[src/rtl/bram_port_arbiter.sv]
// Round-robin arbiter sharing one byte-write block RAM port between two requesters.
// Define BRAM_ARB_LOCK_EN to add m0_lock/m1_lock for atomic read-modify-write sequences.
module bram_port_arbiter #(
  parameter int ADDR_WIDTH = 13,
  parameter int NB_COL     = 4,
  parameter int COL_WIDTH  = 8
) (
  input  logic                          clk,
  input  logic                          rst_n,
  input  logic                          m0_req,
  output logic                          m0_gnt,
  input  logic [ADDR_WIDTH-1:0]         m0_addr,
  input  logic [NB_COL-1:0]             m0_we,
  input  logic [NB_COL*COL_WIDTH-1:0]   m0_wdata,
  output logic                          m0_rvalid,
  output logic [NB_COL*COL_WIDTH-1:0]   m0_rdata,
  input  logic                          m1_req,
  output logic                          m1_gnt,
  input  logic [ADDR_WIDTH-1:0]         m1_addr,
  input  logic [NB_COL-1:0]             m1_we,
  input  logic [NB_COL*COL_WIDTH-1:0]   m1_wdata,
  output logic                          m1_rvalid,
  output logic [NB_COL*COL_WIDTH-1:0]   m1_rdata,
`ifdef BRAM_ARB_LOCK_EN
  input  logic                          m0_lock,
  input  logic                          m1_lock,
`endif
  output logic                          bram_en,
  output logic [NB_COL-1:0]             bram_we,
  output logic [ADDR_WIDTH-1:0]         bram_addr,
  output logic [NB_COL*COL_WIDTH-1:0]   bram_din,
  input  logic [NB_COL*COL_WIDTH-1:0]   bram_dout
);

  logic last_grant;
  logic pend_valid;
  logic pend_id;
  logic accept;

`ifdef BRAM_ARB_LOCK_EN
  logic lock_valid;
  logic lock_id;
`endif

  // Grants are held low during reset so every output reads 0 while rst_n is low.
  always_comb begin
    m0_gnt = 1'b0;
    m1_gnt = 1'b0;
    if (rst_n) begin
`ifdef BRAM_ARB_LOCK_EN
      if (lock_valid) begin
        m0_gnt = ~lock_id & m0_req;
        m1_gnt = lock_id & m1_req;
      end else
`endif
      begin
        if (m0_req && m1_req) begin
          m0_gnt = last_grant;
          m1_gnt = ~last_grant;
        end else begin
          m0_gnt = m0_req;
          m1_gnt = m1_req;
        end
      end
    end
  end

  assign accept  = m0_gnt | m1_gnt;
  assign bram_en = accept;

  always_comb begin
    bram_we   = '0;
    bram_addr = '0;
    bram_din  = '0;
    if (m0_gnt) begin
      bram_we   = m0_we;
      bram_addr = m0_addr;
      bram_din  = m0_wdata;
    end else if (m1_gnt) begin
      bram_we   = m1_we;
      bram_addr = m1_addr;
      bram_din  = m1_wdata;
    end
  end

  // Remember who was served last and whether a read response is due next cycle.
  always_ff @(posedge clk or negedge rst_n) begin
    if (!rst_n) begin
      last_grant <= 1'b1;
      pend_valid <= 1'b0;
      pend_id    <= 1'b0;
    end else if (accept) begin
      last_grant <= m1_gnt;
      pend_valid <= (bram_we == '0);
      pend_id    <= m1_gnt;
    end else begin
      pend_valid <= 1'b0;
    end
  end

`ifdef BRAM_ARB_LOCK_EN
  // Only the owner can be accepted while locked, so each accept simply reloads the lock.
  always_ff @(posedge clk or negedge rst_n) begin
    if (!rst_n) begin
      lock_valid <= 1'b0;
      lock_id    <= 1'b0;
    end else if (accept) begin
      lock_valid <= m1_gnt ? m1_lock : m0_lock;
      lock_id    <= m1_gnt;
    end
  end
`endif

  assign m0_rvalid = pend_valid & ~pend_id;
  assign m1_rvalid = pend_valid & pend_id;
  assign m0_rdata  = m0_rvalid ? bram_dout : '0;
  assign m1_rdata  = m1_rvalid ? bram_dout : '0;

endmodule

[config.mk]
export PLATFORM = sky130hd
export DESIGN_NAME = bram_port_arbiter
export DESIGN_NICKNAME = d
export VERILOG_FILES = /design/src/rtl/bram_port_arbiter.sv
export SDC_FILE = /design/constraint.sdc
export NUM_CORES = 1
export LEC_CHECK = 0
export BUFFER_PORTS_ARGS = -buffer_cell sky130_fd_sc_hd__buf_2
export CAP_MARGIN = 20
export CORE_AREA = 5 5 94 96
export DETAILED_ROUTE_END_ITERATION = 12
export DIE_AREA = 0 0 99 101
export PLACE_DENSITY_LB_ADDON = 0.12
export SLEW_MARGIN = 20
export SYNTH_ARGS = -nofsm -noshare
export SYNTH_HDL_FRONTEND = slang
export SYNTH_SLANG_ARGS = --single-unit
[constraint.sdc]
create_clock -name clk -period 3.15 [get_ports clk]
set_clock_uncertainty 0.05 [all_clocks]
set_input_delay 0 -clock clk [delete_from_list [all_inputs] [get_ports clk]]
set_output_delay 0 -clock clk [all_outputs]
set_load 0.005 [all_outputs]
; Word level (Yosys, flattened, before mapping)
; Cells that the tools add are included.
[classes]
n_reduce_logical = 2
n_mux = 13
bitwise_logic = 5
[ops]
columns = op, n
row1 = 32-bit 2-to-1 mux, 4
row2 = 13-bit 2-to-1 mux, 2
row3 = 4-bit 2-to-1 mux, 2
row4 = 1-bit 2-to-1 mux, 5
row5 = 4-bit zero test, 1
row6 = 1-bit bitwise AND, 2
row7 = 1-bit NOT, 2
row8 = 1-bit logical AND, 1
row9 = 1-bit bitwise OR, 1
[totals]
wordCells = 23
output_inout_bits = 118
inputBits = 134
register_bits = 3

; Depth between registers and ports, before layout
; Gate-level depths: netlist of the first run.
[logic_depth]
word_depth = 7
mapped_depth = 5
mapped_depth_nobuf = 3

; Least setup slack after synthesis of the first run
; Ideal clock, no wire load.
[synth_path]
kind = flip-flop to output port
start = reg last_grant
end = out bram_addr[10]
t_required_ns = 3.100
stages_incl_launch_ff = 6
arrival_ns = 1.245
setup_slack_ns = 1.855
n_path_buf = 2
cell_sequence = dfstp_2 -> nand2b_4 -> and3_1 -> buf_6 -> buf_6 -> a22o_1
[synth_between]
elab_cells_between_ends = 7
classes_between = mux: 6 / bitwise: 1
[synth_lines]
columns = item, line_no
row1 = "start, declared", 35  ; logic last_grant;
row2 = "start signal, assigned", 93  ; last_grant <= m1_gnt;
row3 = 1-bit 2-to-1 mux, 57  ; if (m0_req && m1_req) begin
row4 = 1-bit 2-to-1 mux, 49  ; if (rst_n) begin
row5 = via m0_gnt, 11  ; output logic m0_gnt,
row6 = 13-bit 2-to-1 mux, 75  ; if (m0_gnt) begin
row7 = "end, declared", 30  ; output logic [ADDR_WIDTH-1:0] bram_addr,
; The timed path passes the listed nets, and every way through them passes these cells.

; Worst setup path after layout of the first run
[layout_path]
start = reg last_grant
end = out bram_addr[7]
[layout_between]
elab_chain_len = 5
elab_cells_between_ends = 7
classes_between = mux: 6 / bitwise: 1
[layout_lines]
columns = item, line_no
row1 = 1-bit NOT, 59  ; m1_gnt = ~last_grant;
row2 = 1-bit 2-to-1 mux, 57
row3 = 1-bit 2-to-1 mux, 49
row4 = 13-bit 2-to-1 mux, 79  ; end else if (m1_gnt) begin
row5 = 13-bit 2-to-1 mux *, 75
; Every way passes the cells marked *; elsewhere a longest branch is shown, timed or not.

==> impl_metrics.env, run 1 <==
export IMPL_outcome="completed"
export IMPL_topRoutingLayerUsed="met5"
export IMPL_synthDistinctLibCells=21
export IMPL_area_growth_syn_to_layout_pct=108.9
export IMPL_root_buffer="clkbuf_8"
export IMPL_cts_buffers_inserted=3
export IMPL_syn_inst=159
export IMPL_clkSlewWorstSetupHoldPaths_ps=30
export IMPL_crit_arrival_ps=1920
export IMPL_crit_fanout=44
export IMPL_worstSkewPairLatency_ps=220
export IMPL_grt_overflow=0
export IMPL_nets=533
export IMPL_setup_viol=0
export IMPL_ios=252
export IMPL_initial_core_util_pct=15.18
export IMPL_die_area_um2=9999
export IMPL_ys_warn_count=0
export IMPL_synth_area_um2=1210
export IMPL_p_per_area_nw_per_um2=178.7
export IMPL_numPortBuffers=251
export IMPL_postRouteAntennaNets=0
export IMPL_hp_class="input port to flip-flop"
export IMPL_drive_gt1_share_pct=65.83
export IMPL_max_cap_viol_count=0
export IMPL_grt_pass1_vias=1892
export IMPL_synth_nets=293
export IMPL_seq_area_frac_synth_pct=6.308
export IMPL_grt_pass1_wl_mm=10.41
export IMPL_num_fill_cells=900
export IMPL_cts_tree="built"
export IMPL_relSlewSlack_pct=47.71
export IMPL_m1WireLength_mm=2.730
export IMPL_viasPerCell=4.244
export IMPL_rows=33
export IMPL_cp_end_kind="primary output"
export IMPL_die_width_um=99
export IMPL_worstMarginPinSlew_ps=784.4
export IMPL_post_cts_buffers=0
export IMPL_grtUsageTotal_pct=12.79
export IMPL_vias=2139
export IMPL_rsz0062_at_grt="no"
export IMPL_antenna_found_initial=2
export IMPL_htree_levels=1
export IMPL_p_leak_nw=1.765
export IMPL_synth_seq_cells=3
export IMPL_cp_slowest_cell="dfstp_2"
export IMPL_drt_first_pass_iters=4
export IMPL_grt_max_degree=49
export IMPL_r2r_cells=3
export IMPL_ctsHoldBuffers=1
export IMPL_cp_start_kind="flip-flop"
export IMPL_wirelength_mm=7.595
export IMPL_period_share_pct=62.58
export IMPL_peakVddDrop_mv=0.1383
export IMPL_crit_type="flip-flop to primary output"
export IMPL_dr_wl_met2_mm=4.017
export IMPL_max_stage_delay_ps=560
export IMPL_placed_area_um2=2470
export IMPL_numClockSinks=3
export IMPL_max_freq_mhz=507.3
export IMPL_dp_hpwl_mm=6.370
export IMPL_crit_chain="nand2b_4, and3_1, buf_4, a22o_1, buf_2"
export IMPL_core_area_um2=7969
export IMPL_drcViolationCount=0
export IMPL_avgRoutedWirePerCell_um=15.07
export IMPL_clock_path_buffers=2
export IMPL_final_min_clock_period_ps=1971
export IMPL_min_path_cells=3
export IMPL_drt_iter0_markers=62
export IMPL_gp_congestion=0.7783
export IMPL_route_met3_wl_um=794
export IMPL_tns_ps=0
export IMPL_drv_slew=0
export IMPL_ctsResizeCount=0
export IMPL_final_cell_area_um2=2527
export IMPL_die_y_um=101
export IMPL_hold_violations=0
export IMPL_synth_avg_cell_area_um2=7.609
export IMPL_required_ps=3100
## Yosys cell counts
library cell,n,area share (%)
nor2b_1,6,3.1
inv_1,2,0.62
o21ai_0,1,0.41
o32ai_1,2,1.4
clkbuf_1,9,2.8
buf_6,5,4.7
a21boi_2,1,0.93
a21o_1,2,1.2
nand2b_4,1,1.1
a32oi_1,3,2.2
dfstp_2,1,2.2
dfrtp_1,2,4.1
nor4b_1,1,0.72
and3_1,33,17
buf_8,3,3.7
a22o_1,45,33
nand2_1,4,1.2
and2_1,33,17
buf_2,3,1.2
a21bo_2,1,0.83
and2_4,1,0.72
## power by group
part           total (mW)  internal [mW]  switching (mW)
registers          0.0528         0.0442         0.00863
logic               0.287          0.159           0.129
clock network       0.112         0.0863          0.0253
## logic make-up after synthesis
| kind of cell | synth area share (%) |
|---|---|
| AO/OA/AOI/OAI | 39.61 |
| buffers and inverters | 13.03 |
| flip-flops | 6.309 |
| AND/OR/NAND/NOR | 41.06 |
## placed cells by master (no fill, tap or decap), types with 2 or more instances in the layout
cell type / n
a21o_1: 2
a22o_1: 45
a32oi_1: 3
and2_1: 33
and3_1: 33
buf_2: 251
buf_4: 3
clkbuf_8: 3
dfrtp_1: 2
inv_1: 2
nand2_1: 4
nor2b_1: 6
o32ai_1: 2
## metrics by stage
| stage | utilization (%) | instances | power [mW] | setup slack [ps] | hold slack (ps) |
|---|---|---|---|---|---|
| 2_1_floorplan | - | 159 | 0.1848 | 1855 | -345.6 |
| 3_3_place_gp | 30.99 | 498 | 0.3434 | 1439 | -183.0 |
| 3_5_place_dp | 30.99 | 498 | 0.3424 | 1404 | -189.6 |
| 4_1_cts | 31.68 | 503 | 0.4587 | 1168 | 71.01 |
| 5_1_grt | 31.72 | 504 | 0.4927 | 1060 | 101.7 |
| 6_report | 31.72 | 504 | 0.4516 | 1179 | 69.51 |
## final timing paths
path                                        startpoint                endpoint  slack, ps
min in group asynchronous                        rst_n    pend_valid$_DFF_PN0_        120
max in group asynchronous                        rst_n  last_grant$_DFFE_PN1P_       2690
worst min-delay path                          m1_we[0]    pend_valid$_DFF_PN0_         70
worst max-delay path            last_grant$_DFFE_PN1P_            bram_addr[7]       1180
worst max register to register  last_grant$_DFFE_PN1P_     pend_id$_DFFE_PN0P_       1820
worst min register to register  last_grant$_DFFE_PN1P_  last_grant$_DFFE_PN1P_        500
## metal layers
metal | global-route usage [%] | vias up
li1 | - | 1083
met4 | 1.891 | 2
met5 | 0 | -
met2 | 23.45 | 123
met1 | 15.44 | 925
met3 | 2.976 | 6
## worst max-delay path: cells and delay by family (launching register included)
family / cells / cell delay (ps)
simple gates: 2 / 360
buf+inv: 2 / 530
compound gates: 1 / 240
flops: 1 / 560
## final cells by class
type,count,area [um2],share of cell area (%)
repair buffers,255,1289,50.99
multi-input cells,134,975.9,38.61
well taps,105,131.4,5.198
flip-flops and latches,3,76.32,3.020
clock buffers,4,45.04,1.782
inverters,2,7.507,0.2970
diodes,1,2.502,0.09901
## state kept, by name (all words and copies together), names as in the netlist
| name | cells |
|---|---|
| last_grant | 1 |
| pend_id | 1 |
| pend_valid | 1 |
Power figures use the tool's default switching activity.
==> run 2: changes to the inputs <==
--- a/config.mk
+++ b/config.mk
@@ -7,9 +7,9 @@
 export LEC_CHECK = 0
 export BUFFER_PORTS_ARGS = -buffer_cell sky130_fd_sc_hd__buf_2
 export CAP_MARGIN = 20
-export CORE_AREA = 5 5 94 96
+export CORE_AREA = 5 5 95 97
 export DETAILED_ROUTE_END_ITERATION = 12
-export DIE_AREA = 0 0 99 101
+export DIE_AREA = 0 0 100 102
 export PLACE_DENSITY_LB_ADDON = 0.12
 export SLEW_MARGIN = 20
 export SYNTH_ARGS = -nofsm -noshare
==> constraint.sdc (replaced) <==
create_clock -name clk -period 1.77 [get_ports clk]
set_clock_uncertainty 0.05 [all_clocks]
set_input_delay 0 -clock clk [delete_from_list [all_inputs] [get_ports clk]]
set_output_delay 0 -clock clk [all_outputs]
set_load 0.005 [all_outputs]
==> run 2 against run 1 <==
Compared with the run above: cell count increased by 0.40%; first-iteration DRC count is 37% higher; global-route usage up 0.35 points; count of clock-buffer cells in the layout unchanged; setup slack got worse by 1100 ps; sequential power increased by 62%; flip-flop and latch count stayed put; non-clock buffer count up 2; largest cell class unchanged.
==> impl_metrics.env, run 2 (same netlist as run 1, synthesis figures left out) <==
export IMPL_cellInternalPower_mw=0.5298
export IMPL_grt_pass1_vias=1949
export IMPL_p_per_area_nw_per_um2=323.9
export IMPL_r2r_end="pend_valid$_DFF_PN0_"
export IMPL_cts_buffers_inserted=3
export IMPL_initial_core_util_pct=15.03
export IMPL_comb_power_share_pct=65.5
export IMPL_cts_tree="built"
export IMPL_r2r_cells=3
export IMPL_postRouteAntennaNets=0
export IMPL_crit_fanout=23
export IMPL_crit_chain="nand2b_4, and3_4, buf_12, a22o_1, buf_2"
export IMPL_drt_iter0_markers=85
export IMPL_drt_first_pass_iters=4
export IMPL_avgRoutedWirePerCell_um=16.50
export IMPL_cp_start_kind="flip-flop"
export IMPL_core_area_um2=8051
export IMPL_hold_path_endpoint="pend_valid$_DFF_PN0_"
export IMPL_setup_viol=0
export IMPL_final_min_clock_period_ps=1728
export IMPL_clock_path_buffers=2
export IMPL_p_leak_nw=1.788
export IMPL_wirelength_mm=8.349
export IMPL_grt_overflow=0
export IMPL_placed_area_um2=2490
export IMPL_antennaDiodeCount=0
export IMPL_numPortBuffers=251
export IMPL_crit_arrival_ps=1680
export IMPL_worstMarginPinSlew_ps=366.7
export IMPL_root_buffer="clkbuf_8"
export IMPL_hold_ws_ps=62.77
export IMPL_dp_hpwl_mm=6.587
export IMPL_clock_power_share_pct=24.3
export IMPL_largestRegisters="last_grant x1, pend_id x1, pend_valid x1"
export IMPL_min_path_cells=3
export IMPL_outcome="completed"
export IMPL_timing_rr_start="last_grant$_DFFE_PN1P_"
export IMPL_reg2reg_slack_ps=450
export IMPL_required_ps=1720
export IMPL_viasPerCell=4.208
export IMPL_seqPwrFrac_pct=10.2
export IMPL_clkSlewWorstSetupHoldPaths_ps=30
export IMPL_final_common_cell="buf_2"
export IMPL_layout_setup_ws_ps=42.27
export IMPL_final_cell_mix="251 x buf_2, 45 x a22o_1, 33 x and2_1"
export IMPL_hp_class="input port to flip-flop"
export IMPL_vias=2129
export IMPL_crit_type="flip-flop to primary output"
export IMPL_hold_violations=0
export IMPL_cp_end_kind="primary output"
export IMPL_grtUsageTotal_pct=13.14
export IMPL_max_stage_delay_ps=570
export IMPL_p_switching_mw=0.3070
export IMPL_nets=536
export IMPL_cp_buffers_inverters=2
export IMPL_period_share_pct=97.61
export IMPL_die_y_um=102
export IMPL_dp_slack_ps=227.3
export IMPL_area_growth_syn_to_layout_pct=113.5
export IMPL_max_cap_viol_count=0
export IMPL_relSlewSlack_pct=75.29
export IMPL_max_freq_mhz=578.8
export IMPL_ios=252
export IMPL_drv_slew=0
export IMPL_num_fill_cells=913
export IMPL_peakVddDrop_mv=0.3976
export IMPL_grt_max_degree=49
export IMPL_die_area_um2=10200
export IMPL_grt_pass1_wl_mm=10.77
export IMPL_antenna_found_initial=0
export IMPL_critPathTopFamily="flip-flops"
export IMPL_drive_gt1_share_pct=66.33
export IMPL_worstSkewPairLatency_ps=220
export IMPL_switching_share_pct=36.69
export IMPL_fin_util_pct=32.09
export IMPL_htree_levels=1
export IMPL_drcViolationCount=0
export IMPL_hold_start="m1_we[0]"
export IMPL_numClockSinks=3
export IMPL_die_width_um=100
export IMPL_rsz0062_at_grt="yes"
export IMPL_cp_slowest_cell="dfstp_2"
export IMPL_rows=33
export IMPL_final_cell_area_um2=2584
export IMPL_gp_congestion=0.7516
==> run 2: cell type report <==
| cell class | instances | area [um2] | area share, % |
|---|---|---|---|
| Tap cell | 105 | 131.4 | 5.085 |
| Clock buffer | 4 | 45.04 | 1.743 |
| Timing Repair Buffer | 257 | 1334 | 51.62 |
| Inverter | 2 | 7.507 | 0.2906 |
| Sequential cell | 3 | 76.32 | 2.954 |
| Multi-Input combinational cell | 135 | 989.7 | 38.31 |
==> run 2: power by group through the flow <==
stage	clock network (mW)	logic (mW)	registers [mW]
detailed placement	0	0.533	0.0861
global placement	0	0.536	0.0851
floorplan	0	0.241	0.0878
global route	0.216	0.605	0.0863
finish	0.203	0.548	0.0855
CTS	0.211	0.537	0.0854
==> run 2: worst max path at each step <==
stage                                 from       endpoint  slack, ps  cells after the start
floorplan           last_grant$_DFFE_PN1P_  bram_addr[10]        470                      5
global placement    last_grant$_DFFE_PN1P_  bram_addr[12]        250                      4
detailed placement  last_grant$_DFFE_PN1P_  bram_addr[10]        230                      5
CTS                 last_grant$_DFFE_PN1P_  bram_addr[10]         -7                      5
global route        last_grant$_DFFE_PN1P_  bram_addr[10]        -10                      5
finish              last_grant$_DFFE_PN1P_  bram_addr[10]         40                      5
==> run 2: worst register-to-register path, stage by stage (launching register included) <==
cell and delay (ps):
dfstp_2 570, a21boi_2 100, a32oi_1 200, nor4b_1 280
==> run 2: repair_timing <==
action / 4_1_cts / 5_1_grt
endpoints found under the hold margin: 3 / 0
gates cloned: 0 / 2
hold buffers: 1 / 0
resized for setup: 0 / 3
setup buffers: 0 / 0
endpoints found under the setup margin: 2 / 45
==> run 2: metrics by stage <==
| step | std cells | setup TNS (ps) | total power, mW |
|---|---|---|---|
| floorplan | 159 | 0 | 0.3290 |
| global placement | 499 | 0 | 0.6207 |
| detailed placement | 499 | 0 | 0.6196 |
| CTS | 504 | -7.067 | 0.8329 |
| global route | 506 | -10.83 | 0.9081 |
| finish | 506 | 0 | 0.8368 |
==> run 2: metal layers <==
metal / global-route usage, % / vias to the layer above / wire [um]
li1: - / 1087 / -
met1: 16.39 / 923 / 3307
met2: 23.50 / 109 / 4275
met3: 2.730 / 10 / 679
met4: 2.591 / 0 / 87
met5: 0 / - / 0
==> run 3: changes to the inputs <==
--- a/config.mk
+++ b/config.mk
@@ -10,8 +10,10 @@
 export CORE_AREA = 5 5 95 97
 export DETAILED_ROUTE_END_ITERATION = 12
 export DIE_AREA = 0 0 100 102
+export GPL_TIMING_DRIVEN = 0
 export PLACE_DENSITY_LB_ADDON = 0.12
-export SLEW_MARGIN = 20
+export REMOVE_ABC_BUFFERS = 1
+export SLEW_MARGIN = 40
 export SYNTH_ARGS = -nofsm -noshare
 export SYNTH_HDL_FRONTEND = slang
 export SYNTH_SLANG_ARGS = --single-unit
==> run 3 against run 2 <==
Compared with the run above: via count up 6.2%; worst hold slack gained 4.6 ps; sequential power increased by 39%; register-to-register slack got worse by 100 ps; die area is the same; maximum frequency is 0.55% lower; first-iteration DRC count rose by 11%; critical path type unchanged.
==> impl_metrics.env, run 3 (same netlist as run 1, synthesis figures left out) <==
export IMPL_peakVddDrop_mv=0.1541
export IMPL_max_cap_viol_count=0
export IMPL_tns_ps=0
export IMPL_gp_congestion=0.7250
export IMPL_reg2reg_slack_ps=350
export IMPL_worstMarginPinSlew_ps=533.1
export IMPL_relSlewSlack_pct=64.46
export IMPL_root_buffer="clkbuf_8"
export IMPL_vias=2260
export IMPL_p_per_area_nw_per_um2=318.9
export IMPL_period_share_pct=98.15
export IMPL_worstSkewPairLatency_ps=220
export IMPL_htree_levels=1
export IMPL_seq_area_um2=78.83
export IMPL_cp_end_kind="primary output"
export IMPL_final_cell_mix="251 x buf_2, 45 x a22o_1, 33 x and2_1"
export IMPL_viasPerCell=4.405
export IMPL_antenna_found_initial=3
export IMPL_crit_fanout=18
export IMPL_min_path_cells=3
export IMPL_crit_arrival_ps=1690
export IMPL_hold_violations=0
export IMPL_required_ps=1720
export IMPL_grtUsageTotal_pct=13.32
export IMPL_place_inst=496
export IMPL_grt_max_degree=49
export IMPL_drt_first_pass_iters=6
export IMPL_grt_overflow=0
export IMPL_clock_path_buffers=2
export IMPL_multi_input_area_um2=1011
export IMPL_cp_start_kind="flip-flop"
export IMPL_dp_hpwl_mm=6.649
export IMPL_drt_iter0_markers=94
export IMPL_core_area_um2=8051
export IMPL_grt_pass1_wl_mm=11.07
export IMPL_numClockSinks=3
export IMPL_rsz0062_at_grt="yes"
export IMPL_hp_class="input port to flip-flop"
export IMPL_largestRegisters="last_grant x1, pend_id x1, pend_valid x1"
export IMPL_die_area_um2=10200
export IMPL_cts_buffers_inserted=3
export IMPL_r2r_cells=4
export IMPL_ios=252
export IMPL_numPortBuffers=251
export IMPL_initial_core_util_pct=15.03
export IMPL_p_leak_nw=1.816
export IMPL_die_width_um=100
export IMPL_drive_gt1_share_pct=67.33
export IMPL_nets=539
export IMPL_cts_tree="built"
export IMPL_rows=33
export IMPL_final_common_cell="buf_2"
export IMPL_grt_pass1_vias=2213
export IMPL_final_cells=513
export IMPL_drv_slew=0
export IMPL_setup_viol=0
export IMPL_die_y_um=102
export IMPL_max_freq_mhz=575.6
export IMPL_outcome="completed"
export IMPL_crit_type="flip-flop to primary output"
export IMPL_num_fill_cells=915
export IMPL_clkSlewWorstSetupHoldPaths_ps=30
export IMPL_drcViolationCount=0
export IMPL_area_growth_syn_to_layout_pct=122.0
export IMPL_wirelength_mm=8.328
export IMPL_postRouteAntennaNets=0
export IMPL_final_min_clock_period_ps=1737
export IMPL_avgRoutedWirePerCell_um=16.23
run 3: cell types whose count changed in the layout (fill, tap and decap cells not counted), moves of 2 or more:
| cell | change |
|---|---|
| buf_4 | -2 |
| dfrtp_1 | -2 |
| dfrtp_2 | +2 |
| diode_2 | +4 |
| nor2b_4 | +2 |
run 3: per-layer routing:
layer	GRT usage, %	part of all wire [%]	vias up
met5	0	0	-
met4	5.285	1.4	0
met3	4.369	14	6
met2	25.81	54	160
met1	13.02	31	995
li1	-	-	1099
run 3: worst max-delay path, stage by stage (launching register included):
cell      delay [ps]
dfstp_2          570
nand2b_4         140
and3_4           290
buf_12           170
a22o_1           170
buf_2            120
run 3: cell type report:
class / instances / share of cell area (%)
Sequential cell: 3 / 2.934
Antenna cell: 4 / 0.3726
Inverter: 2 / 0.2795
Multi-Input combinational cell: 136 / 37.63
Clock buffer: 4 / 1.677
Timing Repair Buffer: 259 / 52.21
Tap cell: 105 / 4.891
run 3: power breakdown:
group / internal, mW / switching [mW]
logic: 0.315 / 0.224
registers: 0.0791 / 0.0404
clock network: 0.154 / 0.0454
run 3: metrics by stage:
step / util (%) / power (mW) / cell area [um2] / hold WS, ps / worst slack [ps]
final: 33.36 / 0.8567 / 2686 / 67.40 / 32.74
after detailed placement: 30.85 / 0.6152 / 2484 / -184.6 / -68.80
after global placement: 30.40 / 0.6037 / 2447 / -185.7 / -887.7
after global routing: 33.33 / 0.9362 / 2684 / 87.67 / -33.05
after floorplan: - / 0.2859 / 1060 / -345.6 / -156.0
after CTS: 32.03 / 0.8395 / 2579 / 61.97 / 3.994
run 3: what timing repair did:
item,in CTS,in global routing
setup endpoints to repair,64,46
hold endpoints to repair,3,0
setup buffers,1,2
hold buffers,1,0
pin swaps,0,5
gates resized for setup,4,1
gates cloned,1,4
run 3: final timing paths:
kind / from / endpoint
min: m1_we[0] / pend_valid$_DFF_PN0_
max in group asynchronous: rst_n / last_grant$_DFFE_PN1P_
max reg2reg: last_grant$_DFFE_PN1P_ / pend_valid$_DFF_PN0_
min in group asynchronous: rst_n / pend_valid$_DFF_PN0_
max: last_grant$_DFFE_PN1P_ / bram_din[18]
min reg2reg: last_grant$_DFFE_PN1P_ / last_grant$_DFFE_PN1P_
